**src/rtl/dm_arbiter.sv**
```systemverilog
`default_nettype none
// +----------------------------------------------------------------------------+
// | Module   : dm_arbiter                                                      |
// | Purpose  : Round-robin two-master arbiter for the shared Data_Memory port, |
// |            with a watchdog that aborts unacknowledged accesses.            |
// | Revision : 1.0  initial release                                            |
// +----------------------------------------------------------------------------+
module dm_arbiter #(
    parameter int AW      = 32,
    parameter int DW      = 32,
    parameter int TIMEOUT = 255
) (
    input  logic          i_sys_clk,
    input  logic          i_reset,
    input  logic          i_m0_cs,
    input  logic          i_m0_rd,
    input  logic          i_m0_wr,
    input  logic [AW-1:0] i_m0_addr,
    input  logic [DW-1:0] i_m0_din,
    output logic [DW-1:0] o_m0_dout,
    output logic          o_m0_mrdy,
    output logic          o_m0_err,
    input  logic          i_m1_cs,
    input  logic          i_m1_rd,
    input  logic          i_m1_wr,
    input  logic [AW-1:0] i_m1_addr,
    input  logic [DW-1:0] i_m1_din,
    output logic [DW-1:0] o_m1_dout,
    output logic          o_m1_mrdy,
    output logic          o_m1_err,
    output logic          o_dm_cs,
    output logic          o_dm_rd,
    output logic          o_dm_wr,
    output logic [AW-1:0] o_dm_addr,
    output logic [DW-1:0] o_dm_din,
    input  logic [DW-1:0] i_dm_dout,
    input  logic          i_dm_mrdy,
    output logic [1:0]    o_grant,
    output logic          o_busy
);

    localparam logic [1:0] c_IDLE    = 2'd0;
    localparam logic [1:0] c_ACCESS  = 2'd1;
    localparam logic [1:0] c_DONE    = 2'd2;
    localparam logic [7:0] c_TIMEOUT = 8'(TIMEOUT);

    logic [1:0]    r_state;
    logic          r_last;      // 1 = m1 was served last
    logic [7:0]    r_cnt;

    logic          w_m0_req;
    logic          w_m1_req;
    logic          w_pick_m1;
    logic          w_timeout;
    logic          w_finish;
    logic [DW-1:0] w_rdata;

    // cs with rd == wr is not a request at all
    assign w_m0_req  = i_m0_cs & (i_m0_rd ^ i_m0_wr);
    assign w_m1_req  = i_m1_cs & (i_m1_rd ^ i_m1_wr);
    assign w_pick_m1 = w_m1_req & (~w_m0_req | ~r_last);
    assign w_timeout = (r_cnt + 8'd1) == c_TIMEOUT;
    assign w_finish  = i_dm_mrdy | w_timeout;
    assign w_rdata   = (i_dm_mrdy & o_dm_rd) ? i_dm_dout : '0;

    always_ff @(posedge i_sys_clk or negedge i_reset) begin
        if (!i_reset) begin
            r_state   <= c_IDLE;
            r_last    <= 1'b1;
            r_cnt     <= 8'd0;
            o_dm_cs   <= 1'b0;
            o_dm_rd   <= 1'b0;
            o_dm_wr   <= 1'b0;
            o_dm_addr <= '0;
            o_dm_din  <= '0;
            o_grant   <= 2'b00;
            o_busy    <= 1'b0;
            o_m0_mrdy <= 1'b0;
            o_m0_err  <= 1'b0;
            o_m0_dout <= '0;
            o_m1_mrdy <= 1'b0;
            o_m1_err  <= 1'b0;
            o_m1_dout <= '0;
        end else begin
            case (r_state)
                c_IDLE: begin
                    if (w_m0_req || w_m1_req) begin
                        r_state <= c_ACCESS;
                        r_cnt   <= 8'd0;
                        o_dm_cs <= 1'b1;
                        o_busy  <= 1'b1;
                        if (w_pick_m1) begin
                            o_grant   <= 2'b10;
                            o_dm_rd   <= i_m1_rd;
                            o_dm_wr   <= i_m1_wr;
                            o_dm_addr <= i_m1_addr;
                            o_dm_din  <= i_m1_din;
                        end else begin
                            o_grant   <= 2'b01;
                            o_dm_rd   <= i_m0_rd;
                            o_dm_wr   <= i_m0_wr;
                            o_dm_addr <= i_m0_addr;
                            o_dm_din  <= i_m0_din;
                        end
                    end
                end
                c_ACCESS: begin
                    if (w_finish) begin
                        r_state   <= c_DONE;
                        r_last    <= o_grant[1];
                        o_dm_cs   <= 1'b0;
                        o_dm_rd   <= 1'b0;
                        o_dm_wr   <= 1'b0;
                        o_m0_mrdy <= o_grant[0];
                        o_m0_err  <= o_grant[0] & ~i_dm_mrdy;
                        o_m0_dout <= o_grant[0] ? w_rdata : '0;
                        o_m1_mrdy <= o_grant[1];
                        o_m1_err  <= o_grant[1] & ~i_dm_mrdy;
                        o_m1_dout <= o_grant[1] ? w_rdata : '0;
                    end else begin
                        r_cnt <= r_cnt + 8'd1;
                    end
                end
                c_DONE: begin
                    r_state   <= c_IDLE;
                    o_grant   <= 2'b00;
                    o_busy    <= 1'b0;
                    o_m0_mrdy <= 1'b0;
                    o_m0_err  <= 1'b0;
                    o_m0_dout <= '0;
                    o_m1_mrdy <= 1'b0;
                    o_m1_err  <= 1'b0;
                    o_m1_dout <= '0;
                end
                default: begin
                    r_state <= c_IDLE;
                end
            endcase
        end
    end

endmodule
`default_nettype wire

```
**config.mk**
```make
export PLATFORM = sky130hd
export DESIGN_NAME = dm_arbiter
export DESIGN_NICKNAME = d
export VERILOG_FILES = /design/src/rtl/dm_arbiter.sv
export SDC_FILE = /design/constraint.sdc
export NUM_CORES = 1
export LEC_CHECK = 0
export CORE_ASPECT_RATIO = 0.8
export CORE_MARGIN = 10
export CORE_UTILIZATION = 25
export CTS_CLUSTER_SIZE = 20
export DETAILED_ROUTE_END_ITERATION = 8
export PLACE_DENSITY_LB_ADDON = 0.15
export SLEW_MARGIN = 40
export SYNTH_ARGS = -nofsm -noshare
export SYNTH_HDL_FRONTEND = slang
export SYNTH_SLANG_ARGS = --single-unit
```
**constraint.sdc**
```tcl
create_clock -name i_sys_clk -period 6 [get_ports i_sys_clk]
set_clock_uncertainty 0.15 [all_clocks]
set_input_delay 1.2 -clock i_sys_clk [delete_from_list [all_inputs] [get_ports i_sys_clk]]
set_output_delay 1.2 -clock i_sys_clk [all_outputs]
set_load 0.005 [all_outputs]
```
==> run metrics <==
H-tree level count=4; Worst Max-Slew Pin Slew=0.788 ns; GRT Overall Usage=15.0%; count leader, synth=dfrtp_1; DP Wirelength=17300 um; CP required=6.21 ns; Final Hold Fails=0; CP Capture Type=register; Hold Path Class=register to register; DR iter-0 viols=496; Synth warnings=0; R2R Path Start=r_cnt[0]; CTS Hold Bufs=0; CTS tree=done; Hold Crit Start=o_m0_dout[14]; DR WL/cell=21.2 um; Synth Instances=484; row count=50; CTS Root Cell=clkbuf_16; final core occ=42.4%; synthesized area=0.00603 sq mm; max_cap viols=0; async set or reset register ratio after synthesis=100%; sequential cell area fraction in the yosys report=61.9%; largest net degree at the start of global routing=105; total negative slack=0 ns; Startpoint Class=input pin; die area=0.0308 sq mm; RR Endpoint=o_dm_wr; DIE HEIGHT=159 um; Routed WL=23500 um; grt ovf=0; worst hold path cell count=1; share of layout cells above drive strength 1=6.33%; DR DRC count=0; final number of setup-violating endpoints=0; Post-synth EDFFs=0; # Post-CTS Setup Buffers=0; fillers=2212; fin. max-slew vios=0; initial antenna violation count=3; total CTS buffers=17; outcome=complete, no violations; Syn Area/Cell=12.5 sq um; Worst slew margin=47.3%; vias in the first global route=5842; Worst EP arrival=3.53 ns; pwr/cell area=411 mW/mm^2; TritonCTS Sinks=149; Synth cell types=51; depth of the worst register-to-register path=6; Hold Path End=o_m0_dout[14]; Final WS setup=2.68 ns; slowest CP cell=buf_4; Vias/cell=4.85; Post-synth top cells=dfrtp_1 (148), inv_1 (68), a222oi_1 (64), a22o_1 (64), clkbuf_1 (28); top cell type's share of synthesized area=61.4%; Worst path max stage delay=0.56 ns; area occupied by multi-input gates=0.00186 sq mm; worst path cell trace=clkdlybuf4s50_1 > xor2_1 > a22oi_1 > nand2b_2 > buf_4 > a222oi_1 > inv_1; Worst Path Max Fanout=47; post-layout net count=948; dpl ws=2.26 ns; FF+latch area=0.00373 sq mm; Initial Util=25.6%; Initial DRT Pass Iterations=6; Placer Congestion=0.808; RSZ-0062 raised after global routing=false; fmax=301 MHz; top cells by area, synth=dfrtp_1 (61%), a222oi_1 (11%), a22o_1 (9.3%), inv_1 (4.2%), clkbuf_1 (1.7%); IO Count=307; Synth Register Bits=149; VDD IR-drop max=0.000177 V; global-route wire length before repair=36500 um; port bufs=306; CP Class=input pin to register; post-route ant nets=0; post-CTS sizing=0; Synth-to-Final Area Change=65.9%; biggest area consumer among synthesized cells=dfrtp_1; Die Width=194 um; flop2flop setup slack=3.31 ns; Pleak=4.44 nW; worst skew pair latency=0.42 ns; deepest clock path buffer count=2; min Tclk post-route=3.32 ns; ys flop type=dfrtp_1; area of the core=0.0236 sq mm; syn_nets=655; fraction of the cycle the final worst path needs=55.3%; CTS clk-pin slew, worst paths=0.06 ns; via count=5356
## state kept, by name, summed over array words and instances, names as in the netlist
signal,count
o_dm_addr,32
o_dm_din,32
o_m0_dout,32
o_m1_dout,32
r_cnt,8
o_grant,2
r_state,2
o_busy,1
o_dm_cs,1
o_dm_rd,1
o_dm_wr,1
o_m0_err,1
o_m0_mrdy,1
o_m1_err,1
o_m1_mrdy,1
r_last,1
## cell families (layout without fill, tap and decap cells)
| kind of cell | count (synthesis) | after routing | synth area share [%] |
|---|---|---|---|
| compound gates | 170 | 170 | 25.2 |
| xor+xnor | 2 | 2 | 0.291 |
| fa+ha+maj | 2 | 2 | 0.415 |
| buf+inv | 109 | 415 | 7.47 |
| flops | 149 | 149 | 61.9 |
| mux | 1 | 1 | 0.166 |
| other cells | 0 | 3 | 0 |
| simple gates | 51 | 51 | 4.55 |
## critical path, delay by kind of cell
kind / cells / cell delay [ns]
and+or+nand+nor: 1 / 0.54
AOI/OAI and AO/OA: 2 / 0.48
buffers and inverters: 3 / 1.10
xor gates and xnor gates: 1 / 0.19
## cell usage in the layout (no fill, tap or decap), types with 2 or more instances in the layout
cell type,n
nor2_1,10
and4_1,3
buf_4,7
or3_1,2
a22o_1,64
nand4_1,4
a221o_1,2
o21ai_0,8
ha_1,2
nor2b_1,3
nand3_1,9
inv_6,3
clkdlybuf4s50_1,305
nand2_1,8
a21boi_0,5
a311o_1,2
clkbuf_16,17
diode_2,3
a21o_1,3
dfrtp_1,148
a31oi_1,2
clkinv_4,2
xor2_1,2
a21oi_1,5
bufinv_16,3
a222oi_1,64
inv_1,68
o2111ai_1,2
and3_1,3
clkinvlp_4,3
clkbuf_1,2
## how the worst max path moves through the flow
| stage | start | end | depth (start not counted) |
|---|---|---|---|
| floorplan | i_m0_wr | o_dm_addr[0] | 7 |
| global placement | i_m1_wr | o_dm_din[5] | 7 |
| detailed placement | i_m1_wr | o_dm_din[23] | 7 |
| CTS | i_m1_wr | o_dm_din[23] | 7 |
| global route | i_m1_wr | o_dm_din[6] | 7 |
| finish | i_m1_wr | o_dm_din[23] | 7 |
## through the flow
step,area [sq um],power (mW),hold WS (ns),std cells
2_1_floorplan,6030,2.07,0.330,484
3_3_place_gp,9360,3.01,0.332,1069
3_5_place_dp,9360,3.03,0.331,1069
4_1_cts,9970,4.19,0.353,1101
5_1_grt,10000,4.36,0.363,1105
6_report,10000,4.11,0.344,1105
## power by group
part           switching, mW  leakage, nW  total (mW)  internal, mW
Combinational          0.604         2.20        1.46         0.858
Clock                  0.455        0.287        1.12         0.662
Sequential             0.214         1.95        1.53          1.32
## cell type report
cell class / instances / area share (%)
Antenna cell: 3 / 0.0750
Multi-Input combinational cell: 226 / 18.6
Sequential cell: 149 / 37.3
Clock inverter: 13 / 1.73
Clock buffer: 19 / 4.33
Inverter: 69 / 2.59
Tap cell: 312 / 3.90
Timing Repair Buffer: 314 / 31.5
## layer usage
layer / global-route usage [%] / vias to the layer above / wire length (um)
li1: - / 2448 / -
met5: 0 / - / 0
met2: 25.1 / 202 / 12000
met1: 17.2 / 2686 / 9430
met4: 5.21 / 0 / 354
met3: 5.38 / 20 / 1700
No activity file was read; power rests on OpenSTA's default activity.
